`src/rtl/set_stage.sv`:
```
// set_stage: registered compare-and-set stage of the ALU.
// Two-deep valid/ready pipeline: S1 holds the operands and opcode, S2 holds
// the set result and the condition flags. Results emerge two cycles after
// the request is presented when the pipeline is not stalled.
// Optional feature macro: CMP_UNSIGNED_EN enables the LTU/GEU opcodes.
// Without it, opcodes 110/111 complete with result 0 and flags 4'b1000.
module set_stage #(
    parameter int N = 32
) (
    input  logic         clk,
    input  logic         rst_n,
    input  logic         in_valid,
    output logic         in_ready,
    input  logic [N-1:0] in_a,
    input  logic [N-1:0] in_b,
    input  logic [2:0]   in_op,
    output logic         out_valid,
    input  logic         out_ready,
    output logic [N-1:0] out_result,
    output logic [3:0]   out_flags
);

    localparam logic [2:0] OP_EQ  = 3'b000;
    localparam logic [2:0] OP_NE  = 3'b001;
    localparam logic [2:0] OP_LT  = 3'b010;
    localparam logic [2:0] OP_GE  = 3'b011;
    localparam logic [2:0] OP_LE  = 3'b100;
    localparam logic [2:0] OP_GT  = 3'b101;
    localparam logic [2:0] OP_LTU = 3'b110;
    localparam logic [2:0] OP_GEU = 3'b111;

    localparam logic [3:0] FLAGS_ILLEGAL = 4'b1000;

    // Stage 1: captured request
    logic         s1_valid_r;
    logic [N-1:0] s1_a_r;
    logic [N-1:0] s1_b_r;
    logic [2:0]   s1_op_r;

    // Stage 2: compare result
    logic         s2_valid_r;
    logic         s2_cond_r;
    logic [3:0]   s2_flags_r;

    // Handshake and compare nets
    logic         s2_free_s;
    logic         s1_free_s;
    logic         in_accept_s;
    logic         eq_s;
    logic         mag_lt_s;
    logic         mag_gt_s;
    logic         msb_diff_s;
    logic         slt_s;
    logic         sgt_s;
    logic         cond_s;
    logic [3:0]   flags_s;

    // A stage may load when it is empty or its contents leave this cycle.
    assign s2_free_s   = ~s2_valid_r | out_ready;
    assign s1_free_s   = ~s1_valid_r | s2_free_s;
    assign in_ready    = s1_free_s;
    assign in_accept_s = in_valid & s1_free_s;

    assign out_valid  = s2_valid_r;
    assign out_result = {{(N-1){1'b0}}, s2_cond_r};
    assign out_flags  = s2_flags_r;

    // Equality and magnitude compare of the S1 operands, signed via MSB check.
    always_comb begin
        eq_s       = (s1_a_r == s1_b_r);
        mag_lt_s   = (s1_a_r < s1_b_r);
        mag_gt_s   = (s1_a_r > s1_b_r);
        msb_diff_s = s1_a_r[N-1] ^ s1_b_r[N-1];
        if (msb_diff_s) begin
            // The operand with its sign bit set is the smaller one.
            slt_s = s1_a_r[N-1];
            sgt_s = s1_b_r[N-1];
        end else begin
            slt_s = mag_lt_s;
            sgt_s = mag_gt_s;
        end
    end

    // Map the opcode onto the set condition and the reported flags.
    always_comb begin
        cond_s  = 1'b0;
        flags_s = {1'b0, sgt_s, slt_s, eq_s};
        case (s1_op_r)
            OP_EQ:   cond_s = eq_s;
            OP_NE:   cond_s = ~eq_s;
            OP_LT:   cond_s = slt_s;
            OP_GE:   cond_s = ~slt_s;
            OP_LE:   cond_s = slt_s | eq_s;
            OP_GT:   cond_s = sgt_s;
`ifdef CMP_UNSIGNED_EN
            OP_LTU: begin
                cond_s  = mag_lt_s;
                flags_s = {1'b0, mag_gt_s, mag_lt_s, eq_s};
            end
            OP_GEU: begin
                cond_s  = ~mag_lt_s;
                flags_s = {1'b0, mag_gt_s, mag_lt_s, eq_s};
            end
`else
            OP_LTU: begin
                cond_s  = 1'b0;
                flags_s = FLAGS_ILLEGAL;
            end
            OP_GEU: begin
                cond_s  = 1'b0;
                flags_s = FLAGS_ILLEGAL;
            end
`endif
            default: begin
                cond_s  = 1'b0;
                flags_s = FLAGS_ILLEGAL;
            end
        endcase
    end

    // S1 valid bit follows the upstream request whenever the stage can load.
    always_ff @(posedge clk or negedge rst_n) begin
        if (!rst_n) begin
            s1_valid_r <= 1'b0;
        end else if (s1_free_s) begin
            s1_valid_r <= in_valid;
        end else begin
            s1_valid_r <= s1_valid_r;
        end
    end

    // S1 operand/opcode capture on input accept; held otherwise.
    always_ff @(posedge clk or negedge rst_n) begin
        if (!rst_n) begin
            s1_a_r  <= '0;
            s1_b_r  <= '0;
            s1_op_r <= 3'b000;
        end else if (in_accept_s) begin
            s1_a_r  <= in_a;
            s1_b_r  <= in_b;
            s1_op_r <= in_op;
        end else begin
            s1_a_r  <= s1_a_r;
            s1_b_r  <= s1_b_r;
            s1_op_r <= s1_op_r;
        end
    end

    // S2 valid bit takes S1's valid whenever S2 can load.
    always_ff @(posedge clk or negedge rst_n) begin
        if (!rst_n) begin
            s2_valid_r <= 1'b0;
        end else if (s2_free_s) begin
            s2_valid_r <= s1_valid_r;
        end else begin
            s2_valid_r <= s2_valid_r;
        end
    end

    // S2 result capture when S1 holds a request and S2 can load.
    always_ff @(posedge clk or negedge rst_n) begin
        if (!rst_n) begin
            s2_cond_r  <= 1'b0;
            s2_flags_r <= 4'b0000;
        end else if (s2_free_s && s1_valid_r) begin
            s2_cond_r  <= cond_s;
            s2_flags_r <= flags_s;
        end else begin
            s2_cond_r  <= s2_cond_r;
            s2_flags_r <= s2_flags_r;
        end
    end

endmodule

```
`config.mk`:
```
export PLATFORM = sky130hd
export DESIGN_NAME = set_stage
export DESIGN_NICKNAME = d
export VERILOG_FILES = /design/src/rtl/set_stage.sv
export SDC_FILE = /design/constraint.sdc
export NUM_CORES = 1
export LEC_CHECK = 0
export ABC_AREA = 1
export CAP_MARGIN = 20
export CORE_ASPECT_RATIO = 1.5
export CORE_UTILIZATION = 48
export CTS_BUF_LIST = sky130_fd_sc_hd__clkbuf_4 sky130_fd_sc_hd__clkbuf_8 sky130_fd_sc_hd__clkbuf_16
export DETAILED_ROUTE_END_ITERATION = 10
export PLACE_DENSITY_LB_ADDON = 0.05
export SETUP_SLACK_MARGIN = 0.05
export SLEW_MARGIN = 20
export SYNTH_ARGS = -nofsm -noshare
export SYNTH_HDL_FRONTEND = slang
export SYNTH_SLANG_ARGS = --single-unit
```
`constraint.sdc`:
```
create_clock -name clk -period 1.9 [get_ports clk]
set_input_delay 0.285 -clock clk [delete_from_list [all_inputs] [get_ports clk]]
set_output_delay 0.285 -clock clk [all_outputs]
set_load 0.03 [all_outputs]
```
==> results.sh <==
export IMPL_status="complete, but fails checks"
export IMPL_violations="design-rule violations"
export IMPL_finalHoldViolCount=0
export IMPL_synth_area_sq_um=3920
export IMPL_insertion_delay_ps=330
export IMPL_fin_skew_ps=5.97
export IMPL_synth_seq_cells=74
export IMPL_critPathMaxFanout=3
export IMPL_vias=2890
export IMPL_max_stage_delay_ps=410
export IMPL_fmax_mhz=535
export IMPL_syn_inst=412
export IMPL_num_rows=40
export IMPL_dieArea_sq_um=8540
export IMPL_fin_ws_ps=30.1
export IMPL_setup_violations=0
export IMPL_netSwitchingPower_w=0.00156
export IMPL_async_flop_share_pct=100
export IMPL_final_min_clock_period_ps=1870
export IMPL_fillCellCount=662
export IMPL_drt_iter0_markers=108
export IMPL_critPathKind="flip-flop to flip-flop"
export IMPL_pwr_share_comb_pct=29.6
export IMPL_rsz0062_at_grt="yes"
export IMPL_switching_share_pct=30.1
export IMPL_intPower_w=0.00363
export IMPL_dr_pass1_iters=7
export IMPL_grt_max_degree=39
export IMPL_dp_hpwl_um=5490
export IMPL_clock_sinks=74
export IMPL_vias_per_cell=4.72
export IMPL_antenna_found_initial=0
export IMPL_cts_clk_slew_worst_paths_ps=60
export IMPL_ant_nets=0
export IMPL_cp_common_cell="nand2_1"
export IMPL_whs_ps=373
export IMPL_yosysUniqueCellTypes=25
export IMPL_syn2layout_area_growth_pct=34.7
export IMPL_wire_per_inst_um=12.2
export IMPL_synth_edf_count=0
export IMPL_synth_top_cells_by_area="dfrtp_1, ha_1, mux2_2"
export IMPL_r2r_worst_path_cells=16
export IMPL_place_worst_setup_slack_ps=-25.3
export IMPL_routed_wl_um=7490
export IMPL_ir_drop_uv=667
export IMPL_place_congestion=0.782
export IMPL_die_w_um=75.8
export IMPL_r2r_end="s2_cond_r"
export IMPL_drv_cap=0
export IMPL_io_buffers=77
export IMPL_drive_above_1_share_pct=21.5
export IMPL_nets=605
export IMPL_startpoint_type="flip-flop"
export IMPL_r2r_slack_ps=30
export IMPL_yosysTopAreaCell="dfrtp_1"
export IMPL_grt_pass1_vias=3004
export IMPL_cts_root_buf="clkbuf_16"
export IMPL_crit_required_ps=2120
export IMPL_power_frac_clock_pct=32.3
export IMPL_min_path_type="input pin to asynchronous set/reset pin"
export IMPL_p_leak_nw=2.52
export IMPL_cts_buffer_depth=2
export IMPL_diodes=0
export IMPL_p_per_area_nw_per_um2=983
export IMPL_slowest_stage="dfrtp_1"
export IMPL_dp_cells=592
export IMPL_htree_num_levels=3
export IMPL_ios=109
export IMPL_endpoint_kind="flip-flop"
export IMPL_yosysWarnings=0
export IMPL_syn_area_per_cell_sq_um=9.52
export IMPL_cts_made_buffers=9
export IMPL_grt_use_total_pct=20.1
export IMPL_instances_no_fill=612
export IMPL_netlist_area_leader_share_pct=47.2
export IMPL_yosysSeqAreaShare_pct=47.2
export IMPL_rr_startpoint="s1_a_r[13]"
export IMPL_crit_path_start="s1_a_r[13]"
export IMPL_ys_flop_type="dfrtp_1"
export IMPL_route_detailed_drc=1
export IMPL_initial_core_util_pct=49.3
export IMPL_overflow=0
export IMPL_final_max_slew_viol_count=0
export IMPL_p_total_w=0.00519
export IMPL_worstPathArrival_ps=2090
export IMPL_finalCritPeriodShare_pct=98.4
export IMPL_p_seq_share_pct=38.0
export IMPL_grt_pass1_wl_um=13000
export IMPL_cts_tree="built"
export IMPL_core_sq_um=7960
export IMPL_path_cells="ha_4 > nand2_1 > nor2_2 > nand2_2 > inv_1 > nand2_1 > nand2_2 > nand2_2 > nand3_2 > nand2_2 > nand2_1 > nand2_1 > nor2_1 > nand2_1 > nand2_1 > nand2_1"
export IMPL_fp_dieH_um=113
## state kept, by name, indices dropped and copies added (netlist names)
signal / count
out_flags: 4
out_valid: 1
s1_a_r: 32
s1_b_r: 32
s1_op_r: 3
s1_valid_r: 1
s2_cond_r: 1
## power by group through the flow
stage / Combinational [W] / Sequential, W / Clock, W
finish: 0.00154 / 0.00198 / 0.00168
global route: 0.00176 / 0.00200 / 0.00179
CTS: 0.00150 / 0.00197 / 0.00172
detailed placement: 0.00141 / 0.00198 / 0
global placement: 0.00139 / 0.00197 / 0
floorplan: 0.000947 / 0.00201 / 0
## cell families after synthesis
logic type / synth area share (%)
fa+ha+maj: 10.2
other cells: 0.0956
flops: 47.2
buf+inv: 12.0
simple gates: 12.7
compound gates: 8.55
mux: 9.19
## worst max-delay path by stage
| stage | endpoint | slack, ps | cells past startpoint |
|---|---|---|---|
| global placement | s2_cond_r | 20 | 15 |
| detailed placement | s2_cond_r | -30 | 15 |
| finish | s2_cond_r | 30 | 16 |
| floorplan | s1_a_r[10] | 140 | 4 |
| CTS | s2_cond_r | 50 | 16 |
| global route | s2_cond_r | -140 | 19 |
## worst max-delay path: cells and delay by family, from the launching register on
kind / cells / cell delay (ps)
adders and majority gates: 1 / 280
buffers and inverters: 1 / 60
DFF: 1 / 410
and+or+nand+nor: 14 / 990
## timing repair
item                       in CTS  in global routing
gates resized for setup        21                 13
hold endpoints to repair       15                  0
buffers inserted                2                  1
setup endpoints to repair       1                  2
pin swaps                      23                  9
hold buffers                    1                  0
## cell usage after synthesis (2+ instances only)
cell and number:
nor3_1 3, buf_4 32, inv_1 44, buf_2 11, o21ai_0 3, a41oi_1 2, a22o_1 2, nand3_1 6
nor2_1 48, nand2_2 3, nor2_4 2, inv_2 2, mux2_2 32, dfrtp_1 74, ha_1 32, a21oi_1 48
nand2_1 60
## cells in the final DEF (no fill, tap or decap), types with 10 or more instances in the layout
cell             Yosys  routed
a21oi_1             48      43
clkdlybuf4s50_1      0      75
nand2_1             60      53
inv_1               44      37
ha_1                32      22
mux2_2              32      32
nor2_1              48      44
dfrtp_1             74      74
conb_1               1      31
ha_4                 0      10
buf_4               32      13
## cell type report
cell class                      count  area [sq um]  area share, %
Multi-Input combinational cell    278          1900           35.9
Sequential cell                    74          1850           35.1
Timing Repair Buffer               92           918           17.4
Clock buffer                       15           302           5.71
Inverter                           47           176           3.34
Tap cell                          105           131           2.49
Clock inverter                      1          5.00         0.0948
## through the flow
stage	util (%)	setup TNS, ps	cell area [sq um]
3_5_place_dp	59.9	-25.3	4760
2_1_floorplan	-	0	4030
5_1_grt	66.4	-231	5280
4_1_cts	65.3	0	5200
6_report	66.4	0	5280
3_3_place_gp	59.9	0	4760
## per-layer routing
| metal | track usage, % | wire [um] | vias up |
|---|---|---|---|
| met3 | 5.97 | 413 | 13 |
| li1 | - | - | 1446 |
| met5 | 0 | 0 | - |
| met1 | 22.3 | 2920 | 1356 |
| met4 | 8.02 | 150 | 0 |
| met2 | 34.7 | 4010 | 75 |
Power figures use the tool's default switching activity.
